### src/rtl/fetch_queue.sv
// Instruction fetch queue: tracks one in-flight memory request and buffers
// returned {inst, pc} pairs for decode.
module fetch_queue #(
  parameter int DEPTH = 4
) (
  input  logic                     clk,
  input  logic                     reset,
  input  logic                     req_valid,
  input  logic [31:0]              pc_in,
  output logic                     issue_ok,
  input  logic [31:0]              inst_in,
  input  logic                     flush,
  output logic                     deq_valid,
  input  logic                     deq_ready,
  output logic [31:0]              deq_inst,
  output logic [31:0]              deq_pc,
  output logic [$clog2(DEPTH):0]   count
);

  localparam int AW = $clog2(DEPTH);

  logic [31:0]   mem_inst [DEPTH];
  logic [31:0]   mem_pc   [DEPTH];
  logic [AW-1:0] rd_ptr;
  logic [AW-1:0] wr_ptr;
  logic          inflight_q;
  logic [31:0]   pend_pc;
  logic [AW+1:0] credit_used;
  logic          accept;
  logic          fill;
  logic          deq;

  // The in-flight request reserves a slot, so overflow can never happen;
  // a same-cycle dequeue is deliberately not counted as freeing one.
  assign credit_used = {1'b0, count} + {{(AW+1){1'b0}}, inflight_q};
  assign issue_ok    = reset & ~flush & (credit_used < (AW+2)'(DEPTH));
  assign accept      = req_valid & issue_ok;
  assign fill        = inflight_q & ~flush;
  assign deq         = deq_valid & deq_ready & ~flush;

  assign deq_valid = (count != '0);
  assign deq_inst  = mem_inst[rd_ptr];
  assign deq_pc    = mem_pc[rd_ptr];

  always_ff @(posedge clk or negedge reset) begin
    if (!reset) begin
      count      <= '0;
      rd_ptr     <= '0;
      wr_ptr     <= '0;
      inflight_q <= 1'b0;
      pend_pc    <= '0;
    end else if (flush) begin
      count      <= '0;
      rd_ptr     <= '0;
      wr_ptr     <= '0;
      inflight_q <= 1'b0;
    end else begin
      inflight_q <= accept;
      if (accept) pend_pc <= pc_in;
      if (fill)   wr_ptr  <= wr_ptr + 1'b1;
      if (deq)    rd_ptr  <= rd_ptr + 1'b1;
      if (fill && !deq)      count <= count + 1'b1;
      else if (!fill && deq) count <= count - 1'b1;
    end
  end

  always_ff @(posedge clk or negedge reset) begin
    if (!reset) begin
      for (int unsigned i = 0; i < DEPTH; i++) begin
        mem_inst[i] <= '0;
        mem_pc[i]   <= '0;
      end
    end else if (fill) begin
      mem_inst[wr_ptr] <= inst_in;
      mem_pc[wr_ptr]   <= pend_pc;
    end
  end

endmodule

### config.mk
export PLATFORM = sky130hd
export DESIGN_NAME = fetch_queue
export DESIGN_NICKNAME = d
export VERILOG_FILES = /design/src/rtl/fetch_queue.sv
export SDC_FILE = /design/constraint.sdc
export NUM_CORES = 1
export LEC_CHECK = 0
export ABC_CLOCK_PERIOD_IN_PS = 5200
export CORE_MARGIN = 2
export CORE_UTILIZATION = 55
export CTS_CLUSTER_SIZE = 28
export DETAILED_ROUTE_END_ITERATION = 16
export HOLD_SLACK_MARGIN = 0.12
export PLACE_DENSITY = 0.79
export RECOVER_POWER = 50
export SYNTH_ARGS = -nofsm -noshare
export SYNTH_HDL_FRONTEND = slang
export SYNTH_SLANG_ARGS = --single-unit
### constraint.sdc
create_clock -name clk -period 5.2 [get_ports clk]
set_input_delay 0.52 -clock clk [delete_from_list [all_inputs] [get_ports clk]]
set_output_delay 0.52 -clock clk [all_outputs]
set_load 0.01 [all_outputs]
* After elaboration in Yosys (flattened, before gate mapping)
Index checks and enable logic that the tools add are counted.
** Storage, ports and cells
- Register bits :: 296
- Input port bits :: 69
- Output and inout bits :: 69
- Logic and storage cells :: 59
** Operators by class
- Add/subtract/negate cells :: 5
- Order comparisons :: 4
- Multiplexer cells :: 18
- Bitwise gates (word level) :: 9
- Reductions and logical operators :: 10
** Operators with widths (number)
- bitwise mux 128 bit :: 2
- two-way mux 32 bit :: 5
- binary-select mux 32 bit (select 2 bit) :: 2
- demux 32 bit (select 2 bit) :: 1
- two-way mux 3 bit :: 3
- two-way mux 2 bit :: 4
- AND 1 bit :: 6
- >= comparator 3 bit, second input constant :: 2
- inverter 2 -> 3 bit :: 2
- nonzero test 3 bit :: 2
- adder 2 x 1 -> 2 bit, second input constant :: 2
- adder 3 x 1 -> 4 bit :: 1
- less-than comparator 4 x 3 -> 1 bit, second input constant :: 1
- nonzero test 2 bit :: 2
- adder 3 x 1 -> 3 bit, second input constant :: 1
- logical AND 1 bit :: 3
- less-than comparator 3 x 1 -> 1 bit, second input constant :: 1
- subtractor 3 x 1 -> 3 bit, second input constant :: 1
- zero test 1 bit :: 2
- AND reduction 2 bit :: 1
- two-way mux 1 bit :: 1
- inverter 1 bit :: 1

* Depth between registers and ports, before layout
Gate-level depths: netlist of the first run.
- Depth in word-level cells :: 7
- Mapped depth :: 8

* Least setup slack after synthesis of the first run
No wires, ideal clock.
- Kind :: reg2reg
- Start :: register count[1]
- End :: register count[1]
- Library setup time :: 0.125 ns
- Arrival time :: 2.041 ns
- Setup slack :: 3.033 ns
- Cell stages (with the launch flop) :: 8
- Buffers on the path :: 1
- Cell sequence :: dfrtp_1 > clkbuf_2 > o31ai_1 > and2_1 > fa_1 > inv_1 > o22ai_1 > a2111oi_0
** Between the ends
- Longest elaborated chain between the ends :: 7
- Elaborated cells between the ends (all ways) :: 12
- Classes of those cells :: add/sub: 2; mux: 3; bitwise: 2; reduce/logical: 5
** Ends and longest elaborated chain
- start: declaration :: RTL line 17 : output logic [$clog2(DEPTH):0] count
- start signal: assignment :: RTL line 62 : if (fill && !deq) count <= count + 1'b1;
- start signal: assignment :: RTL line 63 : else if (!fill && deq) count <= count - 1'b1;
- branches (longest 7 deep; another with subtractor 3 x 1 -> 3 bit)
Parallel ways; which one is timed is not known. The select of a mux whose other input is x is not followed.
A chain may end at the register's enable or synchronous reset.

* Worst setup path in the final report of the first run
- Start :: input reset
- End :: register pend_pc[27]
** Between the ends
- Longest elaborated chain between the ends :: 4
** Ends and longest elaborated chain
- start: declaration :: RTL line 7 : input logic reset,
- AND 1 bit (2 in series) :: RTL line 36 : assign issue_ok = reset & ~flush & (credit_used < (AW+2)'(DEPTH));
- AND 1 bit :: RTL line 37 : assign accept = req_valid & issue_ok;
- AND reduction 2 bit (no source line)
- end signal: assignment :: RTL line 59 : if (accept) pend_pc <= pc_in;
- end: declaration :: RTL line 27 : logic [31:0] pend_pc;
No other way between the ends.

==> results of run 1 <==
## worst paths after layout
| kind | cells after the start | startpoint | to |
|---|---|---|---|
| max | 4 | reset | pend_pc[27] |
| min | 1 | mem_pc[13] | mem_pc[13] |
| max reg2reg | 3 | inflight_q | mem_pc[112] |
| min reg2reg | 1 | mem_pc[13] | mem_pc[13] |
| max in group asynchronous | 3 | reset | mem_pc[14] |
| min in group asynchronous | 2 | reset | mem_inst[71] |
## critical path, delay by kind of cell
kind / cells / cell delay (ps)
buffers and inverters: 2 / 990
AND/OR/NAND/NOR: 1 / 1830
multiplexers: 1 / 990
## logic make-up after synthesis
family	count (synthesis)	synth area share, %
AO/OA/AOI/OAI	10	0.4990
XOR/XNOR	5	0.3119
adder cells (fa/ha/maj)	5	0.4990
buffers and inverters	53	4.731
flip-flops	296	52.75
multiplexers	353	39.85
AND/OR/NAND/NOR	21	1.363
## layout by cell type (no fill, tap or decap), drive strengths merged
master | synthesis | final
and3 | 1 | 1
clkdlybuf4s50 | 0 | 133
a221oi | 1 | 1
clkbuf | 2 | 49
xnor2 | 3 | 3
nand4 | 1 | 1
nor3b | 1 | 1
nor2 | 6 | 6
fa | 1 | 1
a2111oi | 1 | 1
o21ai | 2 | 2
a21oi | 1 | 1
ha | 4 | 4
xor2 | 2 | 2
buf | 43 | 5
mux2i | 1 | 1
nand2b | 2 | 2
dfrtp | 296 | 296
nand3 | 3 | 3
dlygate4sd3 | 0 | 4
inv | 8 | 8
o31ai | 1 | 1
mux2 | 288 | 288
and2 | 1 | 1
o22ai | 2 | 2
o311ai | 1 | 1
o31a | 1 | 1
nand2 | 5 | 5
mux4 | 64 | 64
nor2b | 1 | 1
bufinv | 0 | 3
clkinv | 0 | 6
## metal layers
| layer | vias up | share of wire (%) |
|---|---|---|
| li1 | 3011 | - |
| met4 | 2 | 1.6 |
| met1 | 3739 | 46 |
| met5 | - | 0.049 |
| met2 | 138 | 48 |
| met3 | 37 | 4.1 |
## cell usage after synthesis, types with 2 or more instances
| cell | number |
|---|---|
| buf_1 | 2 |
| buf_12 | 25 |
| buf_2 | 7 |
| buf_4 | 5 |
| buf_6 | 4 |
| dfrtp_1 | 296 |
| ha_1 | 4 |
| inv_1 | 8 |
| mux2_2 | 47 |
| mux2_4 | 240 |
| mux4_2 | 64 |
| nand2_8 | 4 |
| nand2b_1 | 2 |
| nand3_1 | 3 |
| nor2_1 | 5 |
| o21ai_0 | 2 |
| o22ai_1 | 2 |
| xnor2_1 | 3 |
| xor2_1 | 2 |
## per-stage QoR
step	util (%)	hold slack, ps
after floorplan	-	224.4
after global placement	60.77	483.1
after detailed placement	60.77	489.2
after CTS	64.94	503.4
after global routing	64.33	507.0
final	64.33	490.1
## final cells by class
cell class | count | area, um2
fillers | 1780 | 8957
well taps | 330 | 412.9
repair buffers | 144 | 1429
clock inverters | 9 | 120.1
inverters | 8 | 30.03
multi-input cells | 394 | 5832
flip-flops and latches | 296 | 7412
clock buffers | 47 | 915.9
## power groups by stage
stage | Clock (mW) | Combinational (mW) | Sequential [mW]
after floorplan | 0 | 1.64 | 3.03
after global placement | 0 | 2.46 | 3.25
after detailed placement | 0 | 2.51 | 3.26
after CTS | 2.29 | 2.52 | 3.24
after global routing | 2.38 | 2.62 | 3.31
final | 2.23 | 2.46 | 3.23
## flip-flops by register name (all words and copies together) (netlist names)
register and flops:
count 3, inflight_q 1, mem_inst 128, mem_pc 128, pend_pc 32, rd_ptr 2, wr_ptr 2
## repair_timing
item                      in CTS  in global routing
hold endpoints to repair      71                  0
setup buffers                  0                  0
hold buffers                   1                  0
==> results.txt, run 1 <==
The setup slack at placement is 2069 ps. At the end of routability-driven placement, the weighted congestion stood at around 0.74. The final cell count without fillers came out at 1228. The routing layer with the top usage in global route is met2. At the worst endpoint, the required time is 5610 ps. The checks that failed: max-capacitance violations, max-slew violations. The die width came out at about 160 um. The total instance count after detailed placement came out at 1171.

The final critical path time including I/O delays and setup is 3999 ps. The post-CTS resize count is 0. The number of antenna cells inserted came out at 0. Sorting the synthesized cells by area gives the leading types as dfrtp_1 (53%), mux2_4 (26%), mux4_2 (10%). The number of max-cap violations came out at 6.

The total net switching power came out at between 2 and 2.5 mW. The data arrival time of the critical path came out at 4410 ps. The largest voltage drop on the vdd net came out at 0.3000 mV. Per report_power, the combinational group accounts for 31.1% of the total. The global-route usage over all layers is between 20% and 30%. For flop-to-flop paths, the worst setup slack is around 1500 ps.

The Yosys step of the flow raised 0 warnings. The layout-stage area growth over the synthesis result is 15.02%. The maximum number of pins on one net before global-route repair came out at 159.

The number of library cell types mapped by synthesis came out at 37. The clock network fraction of design power is 28.2%. The number of sinks on the clock net is approximately 300. Once detailed placement completed, the half-perimeter wirelength came to 15.26 mm. The floorplan step set the die height to 163.8 um. The accumulated negative setup slack came out at 0 ps. After technology mapping, the gate count stands at 743. The headroom to the max-slew limit came out at -64.06%. The DRC marker count from the first detailed-route iteration is 391. The detail route stage leaves a number of antenna-violating nets equal to 0.

The worst hold path belongs to the class reg2reg. The core area came out at roughly 0.025 mm2. Summed over all instances, the cell type with the most area after synthesis is dfrtp_1. The final net count is 949. The maximum clock insertion buffer count is 3. The clock tree from TritonCTS is built. The portion of the post-synthesis area used by sequential elements came out at 52.75%.

The critical path's largest stage delay is between 1500 and 2000 ps. The synthesized design contains 0 enable-type register cells. In this run switching power makes up a little over a quarter of total power.

Between clock sinks in the finished design, the worst skew comes to between 6 and 7 ps. The internal power of the cells totals between 5 and 6 mW. The fraction of met3 tracks used by global routing came out at between 3 and 4%.

The length of the first detailed-routing pass in iterations came out at 4. The number of global-route vias before repair is just under 8000. The proportion of netlist area held by the largest area contributor came out at between 50% and 60%. Dividing total power by cell area gives a power density of 490.0 mW/mm2.

Buffers placed on the I/O ports in this run total 137. The met2 track demand over resource came out at 33.33%. The per-instance average area after synthesis came out at between 15 and 20 um2. Clock tree synthesis selected as its root buffer the cell clkbuf_16. Across all layers, the routed design uses 6927 vias. The transition at the pin with the smallest max-transition slack is 2452 ps. The final worst setup slack is approximately 1200 ps.

The fraction of met1 tracks used by global routing came out at 30.06%. The clock-pin slew of the registers on the worst-case setup and hold paths came out at around 60 ps. Setup repair after global routing left no endpoint under its margin. The design area is approximately 0.016 mm2. The reported leakage power is 7.919 nW. The initial antenna violation count is 1.

The first global-routing pass estimated 43.77 mm of wire. The initial utilization of the core area, before any placement, comes to between 50% and 60%. The fraction of registers with async set/reset is 100.0%. STA classifies the critical path startpoint as an input pin. The synthesized net count is 817. After synthesis the netlist holds a flip-flop and latch count of ~300. Sequential cells burn approximately 40% of the power. In the finished design, the share of the clock period the worst path needs comes to 76.91%. The die covers around 0.027 mm2.

The run finished, with violations left. The routed length per placed instance is 21.70 um. The maximum clock frequency came out at 250.1 MHz. After detailed routing, the total wire length is 26.65 mm.

Summing every instance area after synthesis gives roughly 0.014 mm2. After detailed routing, the number of remaining DRC violations is 0. The count of H-tree levels built during CTS came out at 1. The biggest fanout along the worst timing path is 75.

The share of post-route cells with drive strength above 1 came out at a little over two fifths. The main flop type after synthesis is dfrtp_1. The remaining global-route overflow is 0.

The critical path in this run is classified as in2reg. The via-per-instance ratio came out at 5.641. The setup violation total in the final timing report came out at 0. The insertion delay of the later-clocked pin in the worst-skew pair came out at 540 ps.

The instance area after placement is 0.01526 mm2. The slowest cell on the critical path is nand4_1. The I/O pin count is ~140. STA classifies the critical path endpoint as a register. The final hold violation count was 0. Overall power consumption after layout is estimated at 7.914 mW. The signal on the critical path passes through dlygate4sd3_1 -> buf_8 -> nand4_1 -> mux2_1. The number of slew-limit violations in the final report is around 460. The number of standard-cell rows in the floorplan came out at 58. The number of buffers added by the clock tree synthesis step came out at 31.
(Power assumes the default switching activity.)
==> run 2: changes to the inputs <==
--- a/config.mk
+++ b/config.mk
@@ -5,9 +5,9 @@
 export SDC_FILE = /design/constraint.sdc
 export NUM_CORES = 1
 export LEC_CHECK = 0
-export ABC_CLOCK_PERIOD_IN_PS = 5200
+export ABC_CLOCK_PERIOD_IN_PS = 3500
 export CORE_MARGIN = 2
-export CORE_UTILIZATION = 55
+export CORE_UTILIZATION = 52
 export CTS_CLUSTER_SIZE = 28
 export DETAILED_ROUTE_END_ITERATION = 16
 export HOLD_SLACK_MARGIN = 0.12
==> constraint.sdc (replaced) <==
create_clock -name clk -period 3.5 [get_ports clk]
set_input_delay 0.35 -clock clk [delete_from_list [all_inputs] [get_ports clk]]
set_output_delay 0.35 -clock clk [all_outputs]
set_load 0.01 [all_outputs]
==> results.txt, run 2 (synthesis results as in run 1) <==
The biggest fanout along the worst timing path came out at 22 (-71%). The number of antenna-violating nets in the routed design is 0 (unchanged). The number of standard-cell rows in the floorplan is 60 (+3.4%). The maximum number of pins on one net before global-route repair came to 153 (-3.8%). The library cells used most frequently in the layout, excluding fill and tap cells, are dfrtp_1 (294), mux2_4 (240), clkdlybuf4s50_1 (134). The clock period could shrink to 2995 ps. The worst-case clock skew came out at 15.64 ps (+9.600 ps). The via-per-instance ratio came out at 5.505 (-2.4%). The number of global-route vias before repair was 7683 (-1.7%). The final hold violation count is 0 (unchanged). The share of post-route cells with drive strength above 1 is 46.10% (+2.3 points). The wire length of the first global-routing pass came out at 43.33 mm (-1.0%).

The clock tree from TritonCTS is built. The global-route usage over all layers was 19.16% (-1.6 points). The post-CTS resize count is 0 (unchanged).

The number of buffers inserted to repair setup after CTS is 0 (unchanged). The number of buffers added on ports is 137 (unchanged). The final cell count without fillers is 1240 (+0.98%).

The data arrival time of the critical path came to 2640 ps (-1770 ps). The reported leakage power is 7.984 nW (+0.82%). Leaving out fill and tap cells, the most frequent cell in the layout is dfrtp_1. The placed wire-length estimate came out at 14.62 mm (-4.2%). The number of buffers added by the clock tree synthesis step came out at 31 (unchanged). The largest voltage drop on the vdd net is 0.5235 mV (+75%). The final worst setup slack came out at 505.3 ps (-695.5 ps). The core area is 0.02673 mm2 (+6.4%). The setup slack at placement came to 605.7 ps (-1463 ps).

The fill cell total of the finished layout came to 1980 (+11%). The transition at the pin with the smallest max-transition slack is 2078 ps (-374.5 ps). The insertion delay of the later-clocked pin in the worst-skew pair was 550 ps (about the same). The total DRC errors in the routed layout is 0 (unchanged). The setup violation total in the final timing report is 0 (unchanged).

The overall via count from detail_route came out at 6826 (-1.5%). The worst setup path is captured at a primary output. The routed wire length was 26.43 mm (-0.80%). Based on the critical path, the design can be clocked at up to 333.9 MHz. The period utilization is 85.56%.

The area growth from synthesis to layout is 16.39%. The number of sinks on the clock net came out at 296 (unchanged). The buffer type at the clock tree root is clkbuf_16.

The worst endpoint required time came out at 3150 ps (-2460 ps). The accumulated negative setup slack came out at 0 ps (unchanged). The instance area after placement came out at 0.01533 mm2 (+0.48%).

The number of max-cap violations came out at 1 (-5). The area occupied by multi-input gates is 0.005971 mm2 (+2.4%). The flow ran to the end, but the final reports show violations. The final net count is 950 (+0.11%). The DRC marker count from the first detailed-route iteration is 387 (-1.0%). The I/O pin count was 138 (unchanged). The count of H-tree levels built during CTS is 1 (unchanged). The final reports fail on max-capacitance violations, max-slew violations. The area taken by flip-flops and latches was 0.007415 mm2 (about the same). The number of slew-limit violations in the final report came out at 175 (-62%). The die width is 168.3 um (+2.8%). The headroom to the max-slew limit came out at -38.52% (+26 points). The effective utilization at floorplan came out at 52.54% (-3.4 points). The timing startpoint of the critical path is rd_ptr[0]. The power density over cell area is 724.9 mW/mm2 (+48%). The design area is 0.01634 mm2 (+1.2%). Setup repair after global routing left no endpoint under its margin. The remaining global-route overflow came to 0 (unchanged). The total die area came out at 0.02834 mm2 (+5.6%).

The initial antenna violation count is 1 (unchanged). The overall die height is 168.3 um (+2.8%). The maximum clock insertion buffer count came out at 3 (unchanged). The routed length per placed instance came to 21.32 um (-1.8%).

The largest registers in the layout are mem_inst: 128 flops, mem_pc: 128 flops, pend_pc: 32 flops. The length of the first detailed-routing pass in iterations is 4 (unchanged). In this run the critical register-to-register path is launched from inflight_q. The worst setup path is launched from a register. The count of hold-fix buffers inserted at cts is 1 (unchanged). The total instance count after detailed placement came out at 1183 (+1.0%). The setup path with the least slack is of type reg2out. The clock-pin slew of the registers on the worst-case setup and hold paths came to 60 ps (about the same). The last weighted congestion value of the routability-driven placer is 0.7445 (+1.3%). The classification of the worst-slack hold path is in2async.
==> run 2: metrics by stage <==
stage	total power, mW	util (%)	hold slack (ps)
5_1_grt	12.42	61.15	283.2
3_5_place_dp	8.617	57.37	253.5
3_3_place_gp	8.535	57.37	253.3
6_report	11.85	61.16	260.5
2_1_floorplan	6.935	-	54.41
4_1_cts	12.00	61.25	262.6
==> run 2: worst max-delay path, stage by stage, from the launching register on <==
cell and delay [ps]:
dfrtp_4 720, buf_12 280, mux4_2 540, clkdlybuf4s50_1 520
==> run 2: path summary, 6_finish.rpt <==
kind / endpoint / slack (ps) / cells after the start
max reg2reg: count[1] / 950 / 6
min reg2reg: mem_inst[63] / 500 / 1
max: deq_inst[3] / 510 / 3
min in group clk: pend_pc[15] / 400 / 2
max in group asynchronous: mem_inst[93] / 840 / 3
min: rd_ptr[0] / 260 / 2
==> run 2: layout make-up <==
class                           instances  share of cell area, %
Sequential cell                       296                  45.36
Multi-Input combinational cell        394                  36.53
Timing Repair Buffer                  145                  9.018
Clock buffer                           44                  5.290
Tap cell                              341                  2.610
Clock inverter                         11                 0.9875
Inverter                                8                 0.1837
Antenna cell                            1                0.01531
==> run 2: where the power goes <==
part,switching (mW),internal [mW]
Combinational,1.28,2.54
Clock,1.31,2.00
Sequential,0.592,4.12
Total,3.18,8.66
==> run 2: routing by layer <==
metal / global-route usage [%] / share of wire (%) / wire (um)
met4: 3.823 / 1.7 / 460
met1: 28.55 / 47 / 12520
met2: 29.97 / 47 / 12390
met3: 3.385 / 4.0 / 1065
met5: 0 / 0 / 0
